`src/rtl/uart_pkg.sv`:
```
// Shared UART definitions: FSM state encoding, parity modes, default frame width.
// Pure declarations; no timing, no flow control.
package uart_pkg;

  typedef enum logic [2:0] {
    ST_IDLE,
    ST_START,
    ST_DATA,
    ST_PAR,
    ST_STOP,
    ST_BREAK
  } state_t;

  localparam int PAR_NONE      = 0;
  localparam int PAR_ODD       = 1;
  localparam int PAR_EVEN      = 2;
  localparam int DATA_BITS_DEF = 8;

  // x is the XOR of all data bits and the received parity bit.
  function automatic logic par_error(input int mode, input logic x);
    if (mode == PAR_ODD)  return ~x;
    if (mode == PAR_EVEN) return x;
    return 1'b0;
  endfunction

endpackage

```
`src/rtl/rx_sync.sv`:
```
// Two-flop synchronizer for an asynchronous level input; 2 clk latency, reset to RST_VAL.
// No flow control; output follows the input continuously.
module rx_sync #(
  parameter logic RST_VAL = 1'b1
) (
  input  logic clk,
  input  logic rst,
  input  logic i_async,
  output logic o_sync
);

  logic r_meta;
  logic r_sync;

  always_ff @(posedge clk or negedge rst) begin
    if (!rst) begin
      r_meta <= RST_VAL;
      r_sync <= RST_VAL;
    end else begin
      r_meta <= i_async;
      r_sync <= r_meta;
    end
  end

  assign o_sync = r_sync;

endmodule

```
`src/rtl/uart_rx_frame.sv`:
```
// UART frame receiver: start detect, mid-bit sampling on clk_bps, byte + error flags as a 1-clk strobe.
// bps_start rises 3 clk after rxd falls; rx_valid 1 clk after the stop tick; no backpressure.
module uart_rx_frame
  import uart_pkg::*;
#(
  parameter int DATA_BITS = DATA_BITS_DEF,
  parameter int PARITY    = PAR_NONE
) (
  input  logic                 clk,
  input  logic                 rst,
  input  logic                 rxd,
  input  logic                 clk_bps,
  output logic                 bps_start,
  output logic [DATA_BITS-1:0] rx_data,
  output logic                 rx_valid,
  output logic                 frame_err,
  output logic                 parity_err,
  output logic                 rx_busy
);

  localparam logic [2:0] LAST_BIT = 3'(DATA_BITS - 1);

  logic                 w_rxd;
  logic                 w_fall;
  logic                 r_hist;
  logic [1:0]           r_flush;
  logic                 r_armed;
  state_t               r_state;
  logic [2:0]           r_bit_cnt;
  logic [DATA_BITS-1:0] r_shift;
  logic                 r_par_err;
  logic                 r_bps_start;
  logic [DATA_BITS-1:0] r_rx_data;
  logic                 r_rx_valid;
  logic                 r_frame_err;
  logic                 r_parity_err;

  rx_sync #(.RST_VAL(1'b1)) u_rx_sync (
    .clk     (clk),
    .rst     (rst),
    .i_async (rxd),
    .o_sync  (w_rxd)
  );

  // The synchronizer shows its reset value for two clocks after release, so a line
  // held low through reset must be seen high once before any edge is believed.
  always_ff @(posedge clk or negedge rst) begin
    if (!rst) begin
      r_hist  <= 1'b1;
      r_flush <= 2'b00;
      r_armed <= 1'b0;
    end else begin
      r_hist  <= w_rxd;
      r_flush <= {r_flush[0], 1'b1};
      if (r_flush[1] && w_rxd) r_armed <= 1'b1;
    end
  end

  assign w_fall = r_armed & r_hist & ~w_rxd;

  always_ff @(posedge clk or negedge rst) begin
    if (!rst) begin
      r_state      <= ST_IDLE;
      r_bit_cnt    <= 3'd0;
      r_shift      <= '0;
      r_par_err    <= 1'b0;
      r_bps_start  <= 1'b0;
      r_rx_data    <= '0;
      r_rx_valid   <= 1'b0;
      r_frame_err  <= 1'b0;
      r_parity_err <= 1'b0;
    end else begin
      r_rx_valid   <= 1'b0;
      r_frame_err  <= 1'b0;
      r_parity_err <= 1'b0;
      case (r_state)
        ST_IDLE: begin
          if (w_fall) begin
            r_bps_start <= 1'b1;
            r_bit_cnt   <= 3'd0;
            r_par_err   <= 1'b0;
            r_state     <= ST_START;
          end
        end
        ST_START: begin
          if (clk_bps) begin
            if (w_rxd) begin
              r_bps_start <= 1'b0;
              r_state     <= ST_IDLE;
            end else begin
              r_state <= ST_DATA;
            end
          end
        end
        ST_DATA: begin
          if (clk_bps) begin
            r_shift   <= {w_rxd, r_shift[DATA_BITS-1:1]};
            r_bit_cnt <= r_bit_cnt + 3'd1;
            if (r_bit_cnt == LAST_BIT) r_state <= (PARITY != PAR_NONE) ? ST_PAR : ST_STOP;
          end
        end
        ST_PAR: begin
          if (clk_bps) begin
            r_par_err <= par_error(PARITY, (^r_shift) ^ w_rxd);
            r_state   <= ST_STOP;
          end
        end
        ST_STOP: begin
          if (clk_bps) begin
            r_bps_start  <= 1'b0;
            r_rx_data    <= r_shift;
            r_rx_valid   <= 1'b1;
            r_frame_err  <= ~w_rxd;
            r_parity_err <= r_par_err;
            r_state      <= w_rxd ? ST_IDLE : ST_BREAK;
          end
        end
        ST_BREAK: begin
          if (w_rxd) r_state <= ST_IDLE;
        end
        default: r_state <= ST_IDLE;
      endcase
    end
  end

  assign bps_start  = r_bps_start;
  assign rx_data    = r_rx_data;
  assign rx_valid   = r_rx_valid;
  assign frame_err  = r_frame_err;
  assign parity_err = r_parity_err;
  assign rx_busy    = (r_state != ST_IDLE);

endmodule
```
`config.mk`:
```
export PLATFORM = sky130hd
export DESIGN_NAME = uart_rx_frame
export DESIGN_NICKNAME = d
export VERILOG_FILES = /design/src/rtl/uart_pkg.sv /design/src/rtl/rx_sync.sv /design/src/rtl/uart_rx_frame.sv
export SDC_FILE = /design/constraint.sdc
export NUM_CORES = 1
export LEC_CHECK = 0
export CAP_MARGIN = 20
export CORE_UTILIZATION = 42
export DETAILED_ROUTE_END_ITERATION = 12
export PLACE_DENSITY = 0.69
export SKIP_CTS_REPAIR_TIMING = 1
export SYNTH_ARGS = -nofsm -noshare
export SYNTH_HDL_FRONTEND = slang
export SYNTH_HIERARCHICAL = 1
export SYNTH_SLANG_ARGS = --single-unit
```
`constraint.sdc`:
```
create_clock -name clk -period 4.2 [get_ports clk]
set_input_delay 0.63 -clock clk [delete_from_list [all_inputs] [get_ports clk]]
set_output_delay 0.63 -clock clk [all_outputs]
set_load 0.03 [all_outputs]
```
==> run_results.csv <==
group,metric,value,unit
status,status,"completed",
layout,area_growth,16.9,%
placement,dp.cells,149,
worst_setup_path,cp.arrival,1.91,ns
synth,synth_xor_area_share,0,%
synth,muxShareOfSynthArea,16.0,%
clocking,clk-insertion-delay-late,0.32,ns
global_route,grt_pass1_vias,804,
synth,ys_ff_latch,31,
floorplanning,fp.dieW,58.4,um
detailed_routing,routed_wl,2.08,mm
floorplanning,rows,20,
synth,syn-instance-count,95,
floorplanning,start_util,44.2,%
power,p_leak,0.747,nW
timing,report.final.slew_viol_count,0,
job,max_cap_viol_count,0,
synth,ys_top_cells_by_area,"dfrtp_1 (52%), mux2_1 (13%), dfstp_2 (5.9%)",
floorplanning,core,3030,um^2
floorplanning,die_area,3410,um^2
layout,drive_above_1_share,18.6,%
layout,n_antenna_cell,0,
worst_setup_path,max_stage_delay,0.72,ns
synth,yosysWarnings,6,
synth,synth_adder_area_share,1.87,%
synth,synth_top_family_by_area,"multiplexers",
timing,worst_pin_slew,0.579,ns
detailed_routing,dr.pass1.iters,4,
clocking,ctsLongestPathBuffers,2,
layout,finalNonFillerCells,157,
power,pwr-share-seq,50.6,%
power,clkPwrFrac,19.9,%
timing,clock_skew,0.00839,ns
timing,finalSetupViolations,0,
detailed_routing,ant_nets,0,
global_route,grt_max_degree,32,
timing,fin_crit_sh,60.6,%
floorplanning,io_pins,17,
clocking,cts_made_buffers,5,
detailed_routing,num_vias,774,
worst_setup_path,endpoint_kind,"output port",
synth,synth_top_area_cell,"dfrtp_1",
timing,fin_ws,1.66,ns
synth,synth_cell_type_count,29,
detailed_routing,drt_iter0_drc,61,
placement,preCtsSetupSlack,1.72,ns
power,power_frac_comb,29.5,%
worst_setup_path,path_cells,"nor3_2, inv_1, clkdlybuf4s50_1",
timing,post-route-min-period,2.54,ns
power,peakVddDrop,0.000267,V
synth,synth_edf_count,0,
worst_setup_path,slowest_stage,"dfrtp_1",
detailed_routing,drc_errors,0,
power,power_density,566,nW/um^2
detailed_routing,wl_per_cell,13.3,um
timing,timing.final.hold_violations,0,
power,power.internal,571,uW
power,switching_share,35.4,%
floorplanning,fp.dieH,58.4,um
global_route,antenna_found_initial,0,
placement,io_buffers,15,
power,switching_power,313,uW
hold_path,hold_path_class,"reg2reg",
global_route,grt_pass1_wl,3.68,mm
timing,max-slew-margin-rel,61.4,%
worst_setup_path,path_max_fanout,14,
placement,dp.final_hpwl,1.38,mm
clocking,clock_tree.root_cell,"clkbuf_4",
synth,synth-async-reset-ratio,100,%
worst_setup_path,crit_path_start_kind,"register",
synth,synthFlopType,"dfrtp_1",
synth,yosys.area_share.simple,12.5,%
synth,synth_area_per_cell,14.1,um^2
timing,tns,0,ns
synth,synth_area,1340,um^2
clocking,cts_htree_levels,2,
clocking,clk_pin_slew_worst_paths,0.09,ns
worst_setup_path,crit_type,"reg2out",
clocking,cts_tree,"done",
synth,syn-num-nets,101,
worst_setup_path,cp.required,3.57,ns
global_route,grt_overflow,0,
synth,yosys.area.top_type_share,52.4,%
layout,nets,118,
synth,synth_compound_area_share,6.74,%
clocking,cts_sinks,31,
synth,synth.most_common_cell,"dfrtp_1",
timing,rsz0062_at_grt,"no",
timing,fmax,0.393,GHz
synth,ys_seq_area_share,58.3,%
global_route,grt.total_usage,15.2,%
detailed_routing,vias_per_cell,4.93,
synth,synth_common_cells,"dfrtp_1 (28), mux2_1 (16), nor2_1 (6)",
placement,gp_congestion,0.820,
-- final cells by class --
type,count,area (um^2)
clock buffers,7,55.1
clock inverters,1,5.00
fillers,275,1460
well taps,44,55.1
flip-flops and latches,31,779
multi-input cells,56,504
repair buffers,16,158
inverters,2,7.51
-- layout by cell type (no fill, tap or decap), types with 3 or more instances in the layout --
| master | count |
|---|---|
| mux2_2 | 3 |
| clkbuf_4 | 5 |
| nor2_1 | 6 |
| dfrtp_1 | 28 |
| clkdlybuf4s50_1 | 15 |
| mux2_1 | 16 |
| dfstp_2 | 3 |
-- critical path: cells and delay by family (launching register included) --
family                 cells  cell delay (ns)
buffers and inverters      2             0.77
and+or+nand+nor            1             0.10
DFF                        1             0.72
-- power groups by stage --
stage | logic [mW] | registers, mW | clock network [mW]
after floorplan | 0.214 | 0.432 | 0
after global placement | 0.258 | 0.447 | 0
after detailed placement | 0.264 | 0.453 | 0
after CTS | 0.266 | 0.447 | 0.188
after global routing | 0.285 | 0.460 | 0.199
final | 0.261 | 0.447 | 0.176
-- per-layer routing --
metal / global-route usage [%] / up-vias / wire length [um]
li1: - / 366 / -
met3: 6.59 / 4 / 69
met4: 7.14 / 0 / 37
met1: 17.9 / 388 / 964
met2: 24.0 / 16 / 1010
met5: 0 / - / 0
-- path summary, 6_finish.rpt --
path	from	endpoint	slack [ns]	depth (start not counted)
max in group asynchronous	rst	r_hist	3.18	2
min in group asynchronous	rst	r_state[0]	0.69	2
setup reg to reg	r_state[1]	r_bit_cnt[0]	2.29	4
hold reg to reg	r_flush[0]	r_flush[1]	0.35	0
hold / removal	r_flush[0]	r_flush[1]	0.35	0
setup / recovery	r_state[1]	rx_busy	1.66	3
-- stage by stage --
step                      total power [mW]  area (um^2)  util, %  hold WS (ns)
after floorplan                      0.646         1340        -         0.331
after global placement               0.705         1500     49.7         0.331
after detailed placement             0.717         1500     49.7         0.343
after CTS                            0.901         1560     51.7         0.357
after global routing                 0.944         1560     51.7         0.369
final                                0.885         1560     51.7         0.352
-- flip-flops by register name (all words and copies together), names as in the netlist --
name,count
r_shift,8
r_state,3
r_flush,2
rx_valid,1
u_rx_sync/r_meta,1
frame_err,1
r_hist,1
u_rx_sync/o_sync,1
bps_start,1
r_armed,1
rx_data,8
r_bit_cnt,3
-- logic make-up (layout without fill, tap and decap cells) --
group | count (synthesis) | in the layout
muxes | 19 | 19
and+or+nand+nor | 20 | 20
other | 2 | 2
DFF | 31 | 31
AOI/OAI and AO/OA | 13 | 13
buffers and inverters | 8 | 26
adders and majority gates | 2 | 2
Power figures use the tool's default switching activity.
